<file path="config.mk">
export PLATFORM = sky130hd
export DESIGN_NAME = mult_pipe_tap_flat
export DESIGN_NICKNAME = d
export VERILOG_FILES = /design/src/rtl/mult_pipe_tap_if.sv /design/src/rtl/mult_pipe_tap.sv /design/src/flat_wrapper.sv
export SDC_FILE = /design/constraint.sdc
export NUM_CORES = 1
export LEC_CHECK = 0
export BUFFER_PORTS_ARGS = -buffer_cell sky130_fd_sc_hd__buf_2
export CAP_MARGIN = 0
export CELL_PAD_IN_SITES_DETAIL_PLACEMENT = 0
export CELL_PAD_IN_SITES_GLOBAL_PLACEMENT = 1
export CORE_MARGIN = 4
export CORE_UTILIZATION = 47
export CTS_CLUSTER_SIZE = 24
export DETAILED_ROUTE_END_ITERATION = 6
export PLACE_DENSITY = 0.9
export RECOVER_POWER = 25
export SLEW_MARGIN = 30
export SYNTH_ARGS = -nofsm -noshare
export SYNTH_HDL_FRONTEND = slang
export SYNTH_SLANG_ARGS = --single-unit
export TNS_END_PERCENT = 50
</file>
<file path="constraint.sdc">
create_clock -name CLK -period 5.5 [get_ports CLK]
set_input_delay 0.275 -clock CLK [delete_from_list [all_inputs] [get_ports CLK]]
set_output_delay 0.275 -clock CLK [all_outputs]
set_load 0.05 [all_outputs]
</file>
<file path="src/rtl/mult_pipe_tap_if.sv">
// rtl/mult_pipe_tap_if.sv - operand/product bundle for the mult_pipe_tap multiplier wrapper
//
// Purpose: groups the clock enable, operand inputs, product outputs and
// fanout taps of mult_pipe_tap so the block and its user share one port.
// Clock and reset stay outside as plain ports on the module.
//
// Signals:
//   CE         clock enable for every pipeline stage
//   IN_VALID   A/B carry a sample this cycle
//   A, B       operands (A_WIDTH, B_WIDTH bits)
//   ACC_CLR    accumulator restart, present only with MULT_PIPE_TAP_ACCUMULATE_EN
//   Z          product (A_WIDTH+B_WIDTH bits)
//   OUT_VALID  Z carries a valid sample
//   XA         inverted low bits of A at the multiplier input (TAP_WIDTH)
//   XZ         low bits of the unregistered product (TAP_WIDTH)
//
// Modports: master drives operands and reads results; slave is the multiplier.
interface mult_pipe_tap_if #(
    parameter int A_WIDTH   = 9,
    parameter int B_WIDTH   = 9,
    parameter int TAP_WIDTH = 4
);
    logic                       CE;
    logic                       IN_VALID;
    logic [A_WIDTH-1:0]         A;
    logic [B_WIDTH-1:0]         B;
`ifdef MULT_PIPE_TAP_ACCUMULATE_EN
    logic                       ACC_CLR;
`endif
    logic [A_WIDTH+B_WIDTH-1:0] Z;
    logic                       OUT_VALID;
    logic [TAP_WIDTH-1:0]       XA;
    logic [TAP_WIDTH-1:0]       XZ;

    modport master (
`ifdef MULT_PIPE_TAP_ACCUMULATE_EN
        output ACC_CLR,
`endif
        output CE,
        output IN_VALID,
        output A,
        output B,
        input  Z,
        input  OUT_VALID,
        input  XA,
        input  XZ
    );

    modport slave (
`ifdef MULT_PIPE_TAP_ACCUMULATE_EN
        input  ACC_CLR,
`endif
        input  CE,
        input  IN_VALID,
        input  A,
        input  B,
        output Z,
        output OUT_VALID,
        output XA,
        output XZ
    );
endinterface

</file>
<file path="src/rtl/mult_pipe_tap.sv">
// rtl/mult_pipe_tap.sv - parametrised pipelined multiplier with operand/product fanout taps
//
// Purpose: a MULT9X9-style multiplier generalised to configurable operand
// widths, input/output register depth, signedness and a parallel valid
// chain. XA taps the registered operand and XZ taps the combinational
// product; both stay live outputs so the register-sharing boundary around
// the DSP remains visible.
//
// Optional feature (macro MULT_PIPE_TAP_ACCUMULATE_EN): adds bus.ACC_CLR,
// pipelined with the valid bit, and turns the last output stage into a
// wrapping accumulator. Needs OUT_STAGES >= 1.
//
// Ports:
//   CLK   clock, all state updates on the rising edge
//   RST   synchronous active-high reset, overrides CE
//   bus   mult_pipe_tap_if.slave: CE, IN_VALID, A, B, [ACC_CLR] in;
//         Z, OUT_VALID, XA, XZ out
module mult_pipe_tap #(
    parameter int A_WIDTH    = 9,
    parameter int B_WIDTH    = 9,
    parameter int IN_STAGES  = 1,
    parameter int OUT_STAGES = 1,
    parameter int SIGNED     = 0,
    parameter int TAP_WIDTH  = 4
) (
    input  logic           CLK,
    input  logic           RST,
    mult_pipe_tap_if.slave bus
);
    localparam int P_WIDTH = A_WIDTH + B_WIDTH;

    // Elaboration-time parameter checks
    generate
        if (IN_STAGES < 0 || IN_STAGES > 2) begin : g_bad_in_stages
            $error("mult_pipe_tap: IN_STAGES must be 0..2");
        end
        if (OUT_STAGES < 0 || OUT_STAGES > 2) begin : g_bad_out_stages
            $error("mult_pipe_tap: OUT_STAGES must be 0..2");
        end
        if (TAP_WIDTH < 1 || TAP_WIDTH > A_WIDTH) begin : g_bad_tap_width
            $error("mult_pipe_tap: TAP_WIDTH must be 1..A_WIDTH");
        end
        if (A_WIDTH < 2 || A_WIDTH > 18 || B_WIDTH < 2 || B_WIDTH > 18) begin : g_bad_width
            $error("mult_pipe_tap: operand widths must be 2..18");
        end
`ifdef MULT_PIPE_TAP_ACCUMULATE_EN
        if (OUT_STAGES < 1) begin : g_bad_acc_depth
            $error("mult_pipe_tap: accumulator needs OUT_STAGES >= 1");
        end
`endif
    endgenerate

    // Values as seen at the multiplier input (after IN_STAGES)
    logic [A_WIDTH-1:0] a_m;
    logic [B_WIDTH-1:0] b_m;
    logic               v_m;
`ifdef MULT_PIPE_TAP_ACCUMULATE_EN
    logic               c_m;
`endif

    // Input register chain
    generate
        if (IN_STAGES == 0) begin : g_in_comb
            assign a_m = bus.A;
            assign b_m = bus.B;
            assign v_m = bus.IN_VALID;
`ifdef MULT_PIPE_TAP_ACCUMULATE_EN
            assign c_m = bus.ACC_CLR;
`endif
        end else begin : g_in_reg
            logic [A_WIDTH-1:0]   a_q [IN_STAGES];
            logic [B_WIDTH-1:0]   b_q [IN_STAGES];
            logic [IN_STAGES-1:0] v_q;
`ifdef MULT_PIPE_TAP_ACCUMULATE_EN
            logic [IN_STAGES-1:0] c_q;
`endif

            // Data stages shift on every enabled edge, valid or not; only
            // the 1-bit valid chain says which samples mean anything.
            always_ff @(posedge CLK) begin
                if (RST) begin
                    for (int i = 0; i < IN_STAGES; i++) begin
                        a_q[i] <= '0;
                        b_q[i] <= '0;
                    end
                    v_q <= '0;
`ifdef MULT_PIPE_TAP_ACCUMULATE_EN
                    c_q <= '0;
`endif
                end else if (bus.CE) begin
                    a_q[0] <= bus.A;
                    b_q[0] <= bus.B;
                    v_q[0] <= bus.IN_VALID;
`ifdef MULT_PIPE_TAP_ACCUMULATE_EN
                    c_q[0] <= bus.ACC_CLR;
`endif
                    for (int i = 1; i < IN_STAGES; i++) begin
                        a_q[i] <= a_q[i-1];
                        b_q[i] <= b_q[i-1];
                        v_q[i] <= v_q[i-1];
`ifdef MULT_PIPE_TAP_ACCUMULATE_EN
                        c_q[i] <= c_q[i-1];
`endif
                    end
                end
            end

            assign a_m = a_q[IN_STAGES-1];
            assign b_m = b_q[IN_STAGES-1];
            assign v_m = v_q[IN_STAGES-1];
`ifdef MULT_PIPE_TAP_ACCUMULATE_EN
            assign c_m = c_q[IN_STAGES-1];
`endif
        end
    endgenerate

    // Multiplier: both operands are extended to the full product width, so
    // the low P_WIDTH bits of the product are exact for either signedness.
    logic [P_WIDTH-1:0] a_ext;
    logic [P_WIDTH-1:0] b_ext;
    logic [P_WIDTH-1:0] prod;

    always_comb begin
        if (SIGNED != 0) begin
            a_ext = {{B_WIDTH{a_m[A_WIDTH-1]}}, a_m};
            b_ext = {{A_WIDTH{b_m[B_WIDTH-1]}}, b_m};
        end else begin
            a_ext = {{B_WIDTH{1'b0}}, a_m};
            b_ext = {{A_WIDTH{1'b0}}, b_m};
        end
        prod = a_ext * b_ext;
    end

    // Fanout taps straddling the DSP boundary
    assign bus.XA = ~a_m[TAP_WIDTH-1:0];
    assign bus.XZ = prod[TAP_WIDTH-1:0];

    // Output register chain
    generate
        if (OUT_STAGES == 0) begin : g_out_comb
            assign bus.Z         = prod;
            assign bus.OUT_VALID = v_m;
        end else begin : g_out_reg
            logic [P_WIDTH-1:0]    z_q  [OUT_STAGES];
            logic [P_WIDTH-1:0]    z_in [OUT_STAGES];
            logic [OUT_STAGES-1:0] v_q;
            logic [OUT_STAGES-1:0] v_in;
`ifdef MULT_PIPE_TAP_ACCUMULATE_EN
            logic [OUT_STAGES-1:0] c_q;
            logic [OUT_STAGES-1:0] c_in;
`endif

            // Stage inputs: stage 0 takes the raw product, later stages
            // take the stage before them.
            always_comb begin
                v_in = '0;
                for (int i = 0; i < OUT_STAGES; i++) begin
                    z_in[i] = '0;
                end
                z_in[0] = prod;
                v_in[0] = v_m;
                for (int i = 1; i < OUT_STAGES; i++) begin
                    z_in[i] = z_q[i-1];
                    v_in[i] = v_q[i-1];
                end
`ifdef MULT_PIPE_TAP_ACCUMULATE_EN
                c_in    = '0;
                c_in[0] = c_m;
                for (int i = 1; i < OUT_STAGES; i++) begin
                    c_in[i] = c_q[i-1];
                end
`endif
            end

            always_ff @(posedge CLK) begin
                if (RST) begin
                    for (int i = 0; i < OUT_STAGES; i++) begin
                        z_q[i] <= '0;
                    end
                    v_q <= '0;
`ifdef MULT_PIPE_TAP_ACCUMULATE_EN
                    c_q <= '0;
`endif
                end else if (bus.CE) begin
                    for (int i = 0; i < OUT_STAGES; i++) begin
`ifdef MULT_PIPE_TAP_ACCUMULATE_EN
                        // Last stage accumulates valid products only; the
                        // sum wraps at the product width.
                        if (i == OUT_STAGES - 1) begin
                            if (v_in[i]) begin
                                z_q[i] <= (c_in[i] ? '0 : z_q[i]) + z_in[i];
                            end
                        end else begin
                            z_q[i] <= z_in[i];
                        end
                        c_q[i] <= c_in[i];
`else
                        z_q[i] <= z_in[i];
`endif
                        v_q[i] <= v_in[i];
                    end
                end
            end

            assign bus.Z         = z_q[OUT_STAGES-1];
            assign bus.OUT_VALID = v_q[OUT_STAGES-1];
        end
    endgenerate
endmodule

</file>
<file path="src/flat_wrapper.sv">
// flat-port wrapper written by rule: the top's interface ports become plain ports
module mult_pipe_tap_flat 
#(
    parameter int A_WIDTH    = 9,
    parameter int B_WIDTH    = 9,
    parameter int IN_STAGES  = 1,
    parameter int OUT_STAGES = 1,
    parameter int SIGNED     = 0,
    parameter int TAP_WIDTH  = 4
)
  (CLK, RST, bus_CE, bus_IN_VALID, bus_A, bus_B, bus_Z, bus_OUT_VALID, bus_XA, bus_XZ);
  mult_pipe_tap_if #(.A_WIDTH(A_WIDTH), .B_WIDTH(B_WIDTH), .TAP_WIDTH(TAP_WIDTH)) bus_i ();
  input  logic CLK;
  input  logic RST;
  input wire logic [$bits(bus_i.CE)-1:0] bus_CE;
  input wire logic [$bits(bus_i.IN_VALID)-1:0] bus_IN_VALID;
  input wire logic [$bits(bus_i.A)-1:0] bus_A;
  input wire logic [$bits(bus_i.B)-1:0] bus_B;
  output wire logic [$bits(bus_i.Z)-1:0] bus_Z;
  output wire logic [$bits(bus_i.OUT_VALID)-1:0] bus_OUT_VALID;
  output wire logic [$bits(bus_i.XA)-1:0] bus_XA;
  output wire logic [$bits(bus_i.XZ)-1:0] bus_XZ;
  assign bus_i.CE = bus_CE;
  assign bus_i.IN_VALID = bus_IN_VALID;
  assign bus_i.A = bus_A;
  assign bus_i.B = bus_B;
  assign bus_Z = bus_i.Z;
  assign bus_OUT_VALID = bus_i.OUT_VALID;
  assign bus_XA = bus_i.XA;
  assign bus_XZ = bus_i.XZ;
  mult_pipe_tap #(.A_WIDTH(A_WIDTH), .B_WIDTH(B_WIDTH), .IN_STAGES(IN_STAGES), .OUT_STAGES(OUT_STAGES), .SIGNED(SIGNED), .TAP_WIDTH(TAP_WIDTH)) u_core (.CLK(CLK), .RST(RST), .bus(bus_i));
endmodule
</file>
==> results.tsv, run 1 <==
stage	metric	value	unit
floorplanning	DIE WIDTH	101	µm
setup_path	CP Launch Type	register	
finish	Final Instance Area	4490	µm²
floorplanning	CORE AREA	8300	µm²
timing	fmax	0.209	GHz
detailed_routing	routed len/inst	13.3	µm
logic_synthesis	#FFs+latches synth	38	
finish	area grow syn2layout	10.7	%
logic_synthesis	ys flop type	edfxtp_1	
status	status	complete, but fails checks	
global_route	first-pass GRT wire length	12300	µm
floorplanning	Initial Utilization	48.9	%
detailed_routing	Final ANT Viol Nets	0	
clock_tree	worst-case clock buffer depth	2	
pwr	Reg power frac	31.7	%
logic_synthesis	post-synth top area share	26.7	%
pwr	Peak VDD IR	111	µV
status	failing checks	capacitance limit, slew limit	
placed_design	DP HPWL	5950	µm
clock_tree	Num Clock Sinks	38	
timing	final setup fails	0	
clock_tree	latest clock arrival within the worst-skew pair	0.31	ns
timing	min cycle time layout	4.78	ns
timing	Final period util	86.9	%
detailed_routing	vias	2796	
setup_path	crit path DAT	4.93	ns
clock_tree	number of buffers created by CTS	5	
logic_synthesis	warnings from Yosys	0	
global_route	pin count of the biggest net entering global routing	37	
setup_path	crit path max fanout	10	
timing	clk_skew	0.00837	ns
clock_tree	Setup Buffers After CTS	0	
pwr	Leakage	2.27	nW
timing	Slew Limit Fails	37	
clock_tree	H-tree levels	2	
global_route	GRT overflow	0	
detailed_routing	routed wire length	7360	µm
timing	Final Hold Fails	0	
detailed_routing	DR iter-0 viols	109	
finish	Final Net Count	557	
worst_hold_path	worst min path class	input pin to register	
setup_path	CP endpoint kind	register	
pwr	Pint	0.726	mW
floorplanning	Ports	49	
timing	Slew HR	-74.5	%
clock_tree	CTS tree	done	
logic_synthesis	sequential area share after synthesis	27.6	%
placed_design	GP Congestion	0.855	
logic_synthesis	Mapped Nets	517	
global_route	initial antenna violation count	0	
floorplanning	Die H	101	µm
logic_synthesis	Syn Area/Cell	9.96	µm²
logic_synthesis	Mapped Cells	407	
setup_path	Worst Path Required	5.65	ns
logic_synthesis	EDFF count, synth	36	
clock_tree	Root Buffer	clkbuf_8	
logic_synthesis	biggest area consumer among synthesized cells	edfxtp_1	
worst_hold_path	hold depth	2	
detailed_routing	DRT Pass-1 Iters	4	
floorplanning	Rows	33	
detailed_routing	number of remaining DRC errors	0	
pwr	clock share of power	24.6	%
finish	share of cells above drive strength 1	12.5	%
clock_tree	Post-CTS Hold Fix Bufs	0	
floorplanning	Die ar.	10200	µm²
timing	worst slew pin tran	2.62	ns
logic_synthesis	top cells by area, synth	edfxtp_1 27%, fa_1 25%, ha_1 12%	
pwr	Sw Ratio	40.0	%
pwr	P_sw	0.483	mW
finish	Ant. Diodes	0	
flow_run	Max-cap violations	1	
logic_synthesis	post-synthesis async set-or-reset flop share	0	%
clock_tree	CTS clk-pin slew, worst paths	0.09	ns
placed_design	Port Buffer Count	48	
global_route	vias in the first global route	2714	
logic_synthesis	mapped cell area	4060	µm²
setup_path	FF-to-FF path depth	14	
detailed_routing	routed vias/inst	5.06	
pwr	Power, Total	1.21	mW
timing	Setup TNS	0	ns
global_route	Total Routing Usage GR	15.2	%
placed_design	DP Area	4360	µm²
logic_synthesis	Netlist cell types	37	
logic_synthesis	Commonest cells post-synth	75 x and2_1, 75 x inv_1, 50 x fa_1, 38 x ha_1, 36 x edfxtp_1	
clock_tree	number of gates resized after CTS	0	
timing	RSZ-0062 raised after global routing	no	
pwr	power density cells	269	nW/µm²
setup_path	CP Class	register to register	
pwr	combinational share of power	43.6	%
## cell families after synthesis
kind of cell,Yosys count,synth area share [%]
flops,38,27.6
compound gates,33,5.37
xor+xnor,7,1.51
simple gates,147,19.5
mux,3,0.741
fa+ha+maj,88,36.4
buf+inv,91,8.86
## worst paths after layout
kind,start,end,slack (ns)
worst max-delay path,u_core.g_in_reg.a_q[0][0]$_SDFFCE_PN0P_,u_core.g_out_reg.z_q[0][17]$_SDFFCE_PN0P_,0.72
worst min-delay path,RST,u_core.g_in_reg.v_q$_SDFFE_PP0P_,0.18
worst max register to register,u_core.g_in_reg.a_q[0][0]$_SDFFCE_PN0P_,u_core.g_out_reg.z_q[0][17]$_SDFFCE_PN0P_,0.72
worst min register to register,u_core.g_in_reg.v_q$_SDFFE_PP0P_,u_core.g_in_reg.v_q$_SDFFE_PP0P_,0.50
## final cells by class
class / count / area (µm²)
Clock buffer: 5 / 68.8
Clock inverter: 3 / 68.8
Fill cell: 763 / 3810
Inverter: 75 / 282
Multi-Input combinational cell: 278 / 2570
Sequential cell: 38 / 1120
Tap cell: 105 / 131
Timing Repair Buffer: 49 / 243
## layer usage
metal  vias up  global-route usage, %  wire length (µm)
met5         -                      0                 0
met3         5                   2.42               239
met4         0                   3.73                86
met2        44                   25.3              3710
met1      1385                   20.7              3330
li1       1362                      -                 -
## state kept, by name, indices dropped and copies added, names as in the netlist
name                  count
u_core.g_out_reg.z_q     18
u_core.g_in_reg.a_q       9
u_core.g_in_reg.b_q       9
u_core.bus.OUT_VALID      1
u_core.g_in_reg.v_q       1
## power by group through the flow
| stage | Sequential, mW | Clock (mW) | Combinational, mW |
|---|---|---|---|
| global placement | 0.388 | 0 | 0.533 |
| CTS | 0.383 | 0.301 | 0.540 |
| detailed placement | 0.390 | 0 | 0.538 |
| finish | 0.384 | 0.298 | 0.528 |
| global route | 0.389 | 0.312 | 0.607 |
| floorplan | 0.442 | 0 | 0.377 |
## cells in the final DEF, fill, tap and decap left out, types with 3 or more instances in the layout
cell,count
nand2_1,35
buf_2,47
clkbuf_8,5
nand2b_1,4
mux2i_1,3
a21oi_1,9
edfxtp_1,36
inv_1,75
nor2_1,12
and2_1,67
nand3_1,6
and2_0,8
ha_1,38
nand4_1,3
xnor2_1,4
fa_1,50
nor3_1,5
a31oi_1,3
o21ai_0,6
xor2_1,3
o21bai_1,3
## per-stage QoR
| step | hold WS [ns] | worst slack (ns) | cells | util [%] |
|---|---|---|---|---|
| after floorplan | 0.347 | 1.21 | 407 | - |
| after global placement | 0.474 | 0.712 | 545 | 52.5 |
| after detailed placement | 0.487 | 0.670 | 545 | 52.5 |
| after CTS | 0.175 | 0.675 | 553 | 54.2 |
| after global routing | 0.202 | 0.443 | 553 | 54.1 |
| final | 0.180 | 0.719 | 553 | 54.1 |
## critical path, stage by stage (launching register included)
cell and delay, ns:
edfxtp_1 0.54, nand2_1 0.14, fa_1 0.53, fa_1 0.58
inv_1 0.06, fa_1 0.53, inv_1 0.05, fa_1 0.52
inv_1 0.04, ha_1 0.36, a21oi_1 0.32, o211ai_2 0.24
a31oi_1 0.34, o31a_1 0.20, mux2i_1 0.18
Note: power is estimated with default switching activity, not from simulation.
==> inputs of run 2 (changes only) <==
CAP_MARGIN = unset   (was 0)
RECOVER_POWER = unset   (was 25)
==> results.tsv, run 2 (same netlist as run 1, synthesis figures left out) <==
stage	metric	value	unit	change
status	status	complete, no violations		
floorplanning	CORE AREA	8300	µm²	unchanged
global_route	vias in the first global route	2714		unchanged
setup_path	crit path max fanout	10		unchanged
clock_tree	number of gates resized after CTS	0		unchanged
detailed_routing	Final ANT Viol Nets	0		unchanged
timing	final setup fails	0		unchanged
pwr	Leakage	2.28	nW	+0.70%
finish	most frequent cells in the layout	75 x and2_1, 75 x inv_1, 50 x fa_1, 48 x buf_2, 38 x ha_1		
placed_design	Inst Count DP	545		unchanged
global_route	initial antenna violation count	0		unchanged
worst_hold_path	worst min path class	input pin to register		
timing	RSZ-0062 raised after global routing	no		
timing	Final period util	86.8	%	-0.13 points
finish	Reg with most FFs	u_core.g_out_reg.z_q		
global_route	first-pass GRT wire length	12300	µm	unchanged
flow_run	Max-cap violations	0		-1
detailed_routing	number of remaining DRC errors	0		unchanged
clock_tree	Num Clock Sinks	38		unchanged
placed_design	GP Congestion	0.855		unchanged
clock_tree	Post-CTS Hold Fix Bufs	0		unchanged
timing	worst slew pin tran	0.525	ns	-2.09 ns
setup_path	worst stage delay on the critical path	0.58	ns	about the same
timing	clk_skew	0.00712	ns	-0.00125 ns
detailed_routing	vias	2800		+0.14%
setup_path	CP Launch Type	register		
global_route	Total Routing Usage GR	15.2	%	unchanged
clock_tree	Setup Buffers After CTS	0		unchanged
setup_path	Worst Path Required	5.65	ns	about the same
setup_path	CP max-delay cell	fa_1		
timing	Setup TNS	0	ns	unchanged
finish	Ant. Diodes	0		unchanged
clock_tree	H-tree levels	2		unchanged
finish	area grow syn2layout	10.9	%	
detailed_routing	DR iter-0 viols	121		+11%
setup_path	WP buf/inv	3		unchanged
detailed_routing	DRT Pass-1 Iters	4		unchanged
timing	min cycle time layout	4.77	ns	-0.00742 ns
floorplanning	DIE WIDTH	101	µm	unchanged
global_route	GRT overflow	0		unchanged
floorplanning	Ports	49		unchanged
floorplanning	Initial Utilization	48.9	%	unchanged
detailed_routing	routed len/inst	13.3	µm	-0.20%
placed_design	DP HPWL	5950	µm	unchanged
timing	Slew HR	65.0	%	+140 points
clock_tree	CTS clk-pin slew, worst paths	0.09	ns	about the same
detailed_routing	routed wire length	7350	µm	-0.20%
clock_tree	Root Buffer	clkbuf_8		
placed_design	Port Buffer Count	48		unchanged
finish	Final Net Count	557		unchanged
global_route	pin count of the biggest net entering global routing	37		unchanged
timing	Slew Limit Fails	0		-100%
floorplanning	Rows	33		unchanged
setup_path	CP endpoint kind	register		
clock_tree	CTS tree	done		
floorplanning	Die ar.	10200	µm²	unchanged
finish	Top Registers	u_core.g_out_reg.z_q x18, u_core.g_in_reg.a_q x9, u_core.g_in_reg.b_q x9		
setup_path	Top cell by count, worst path	fa_1		
pwr	Power, Total	1.21	mW	about the same
clock_tree	worst-case clock buffer depth	2		unchanged
detailed_routing	routed vias/inst	5.06		+0.14%
setup_path	worst-path cell chain	nand2_1 -> fa_1 -> fa_1 -> inv_1 -> fa_1 -> inv_1 -> fa_1 -> inv_1 -> ha_1 -> a21oi_1 -> o211ai_2 -> a31oi_1 -> o31a_1 -> mux2i_1		
timing	fmax	0.210	GHz	+0.16%
setup_path	delay-heaviest family, CP	adder cells		
finish	Largest register FFs	18		unchanged
finish	share of cells above drive strength 1	13.2	%	+0.67 points
floorplanning	Die H	101	µm	unchanged
pwr	Peak VDD IR	111	µV	-0.45%
finish	Finished Layout Cells	553		unchanged
pwr	power density cells	269	nW/µm²	-0.26%
clock_tree	number of buffers created by CTS	5		unchanged
timing	Final Hold Fails	0		unchanged
setup_path	CP Class	register to register		
setup_path	crit path DAT	4.93	ns	about the same
clock_tree	latest clock arrival within the worst-skew pair	0.30	ns	about the same
-- run 2: cell count changes in the layout (fill, tap and decap cells not counted) --
cell	change
or2_0	-1
buf_2	+1
clkbuf_1	-2
and2_0	-8
or2_4	+1
and2_1	+8
buf_4	+1
-- run 2: path summary, 6_finish.rpt --
| check | cells after the start | end | startpoint | slack [ns] |
|---|---|---|---|---|
| min | 2 | u_core.g_in_reg.v_q$_SDFFE_PP0P_ | RST | 0.19 |
| max reg2reg | 14 | u_core.g_out_reg.z_q[0][17]$_SDFFCE_PN0P_ | u_core.g_in_reg.a_q[0][0]$_SDFFCE_PN0P_ | 0.73 |
| min reg2reg | 2 | u_core.g_in_reg.v_q$_SDFFE_PP0P_ | u_core.g_in_reg.v_q$_SDFFE_PP0P_ | 0.50 |
| max | 14 | u_core.g_out_reg.z_q[0][17]$_SDFFCE_PN0P_ | u_core.g_in_reg.a_q[0][0]$_SDFFCE_PN0P_ | 0.73 |
-- run 2: cell type report --
| class | count | area [µm²] |
|---|---|---|
| Clock buffer | 5 | 68.8 |
| Clock inverter | 3 | 68.8 |
| Fill cell | 761 | 3800 |
| Inverter | 75 | 282 |
| Multi-Input combinational cell | 278 | 2580 |
| Sequential cell | 38 | 1120 |
| Tap cell | 105 | 131 |
| Timing Repair Buffer | 49 | 248 |
-- run 2: stage by stage --
| step | instance area (µm²) | setup slack, ns | util (%) | hold slack, ns |
|---|---|---|---|---|
| after floorplan | 4060 | 1.21 | - | 0.347 |
| after global placement | 4360 | 0.712 | 52.5 | 0.474 |
| after detailed placement | 4360 | 0.670 | 52.5 | 0.487 |
| after CTS | 4490 | 0.675 | 54.2 | 0.175 |
| after global routing | 4500 | 0.445 | 54.2 | 0.207 |
| final | 4500 | 0.727 | 54.2 | 0.185 |
-- run 2: metal layers --
layer	part of all wire (%)	global-route usage, %	routed length [µm]	vias up
met5	0	0	0	-
met4	1.2	3.73	86	0
met3	4.0	2.42	297	5
met2	50	25.3	3700	55
met1	44	20.7	3260	1379
li1	-	-	-	1361
-- run 2: power breakdown --
part	switching (mW)	internal (mW)	leakage, nW
combinational	0.337	0.191	1.80
sequential	0.0299	0.353	0.411
clock	0.115	0.182	0.0683
total	0.482	0.726	2.28
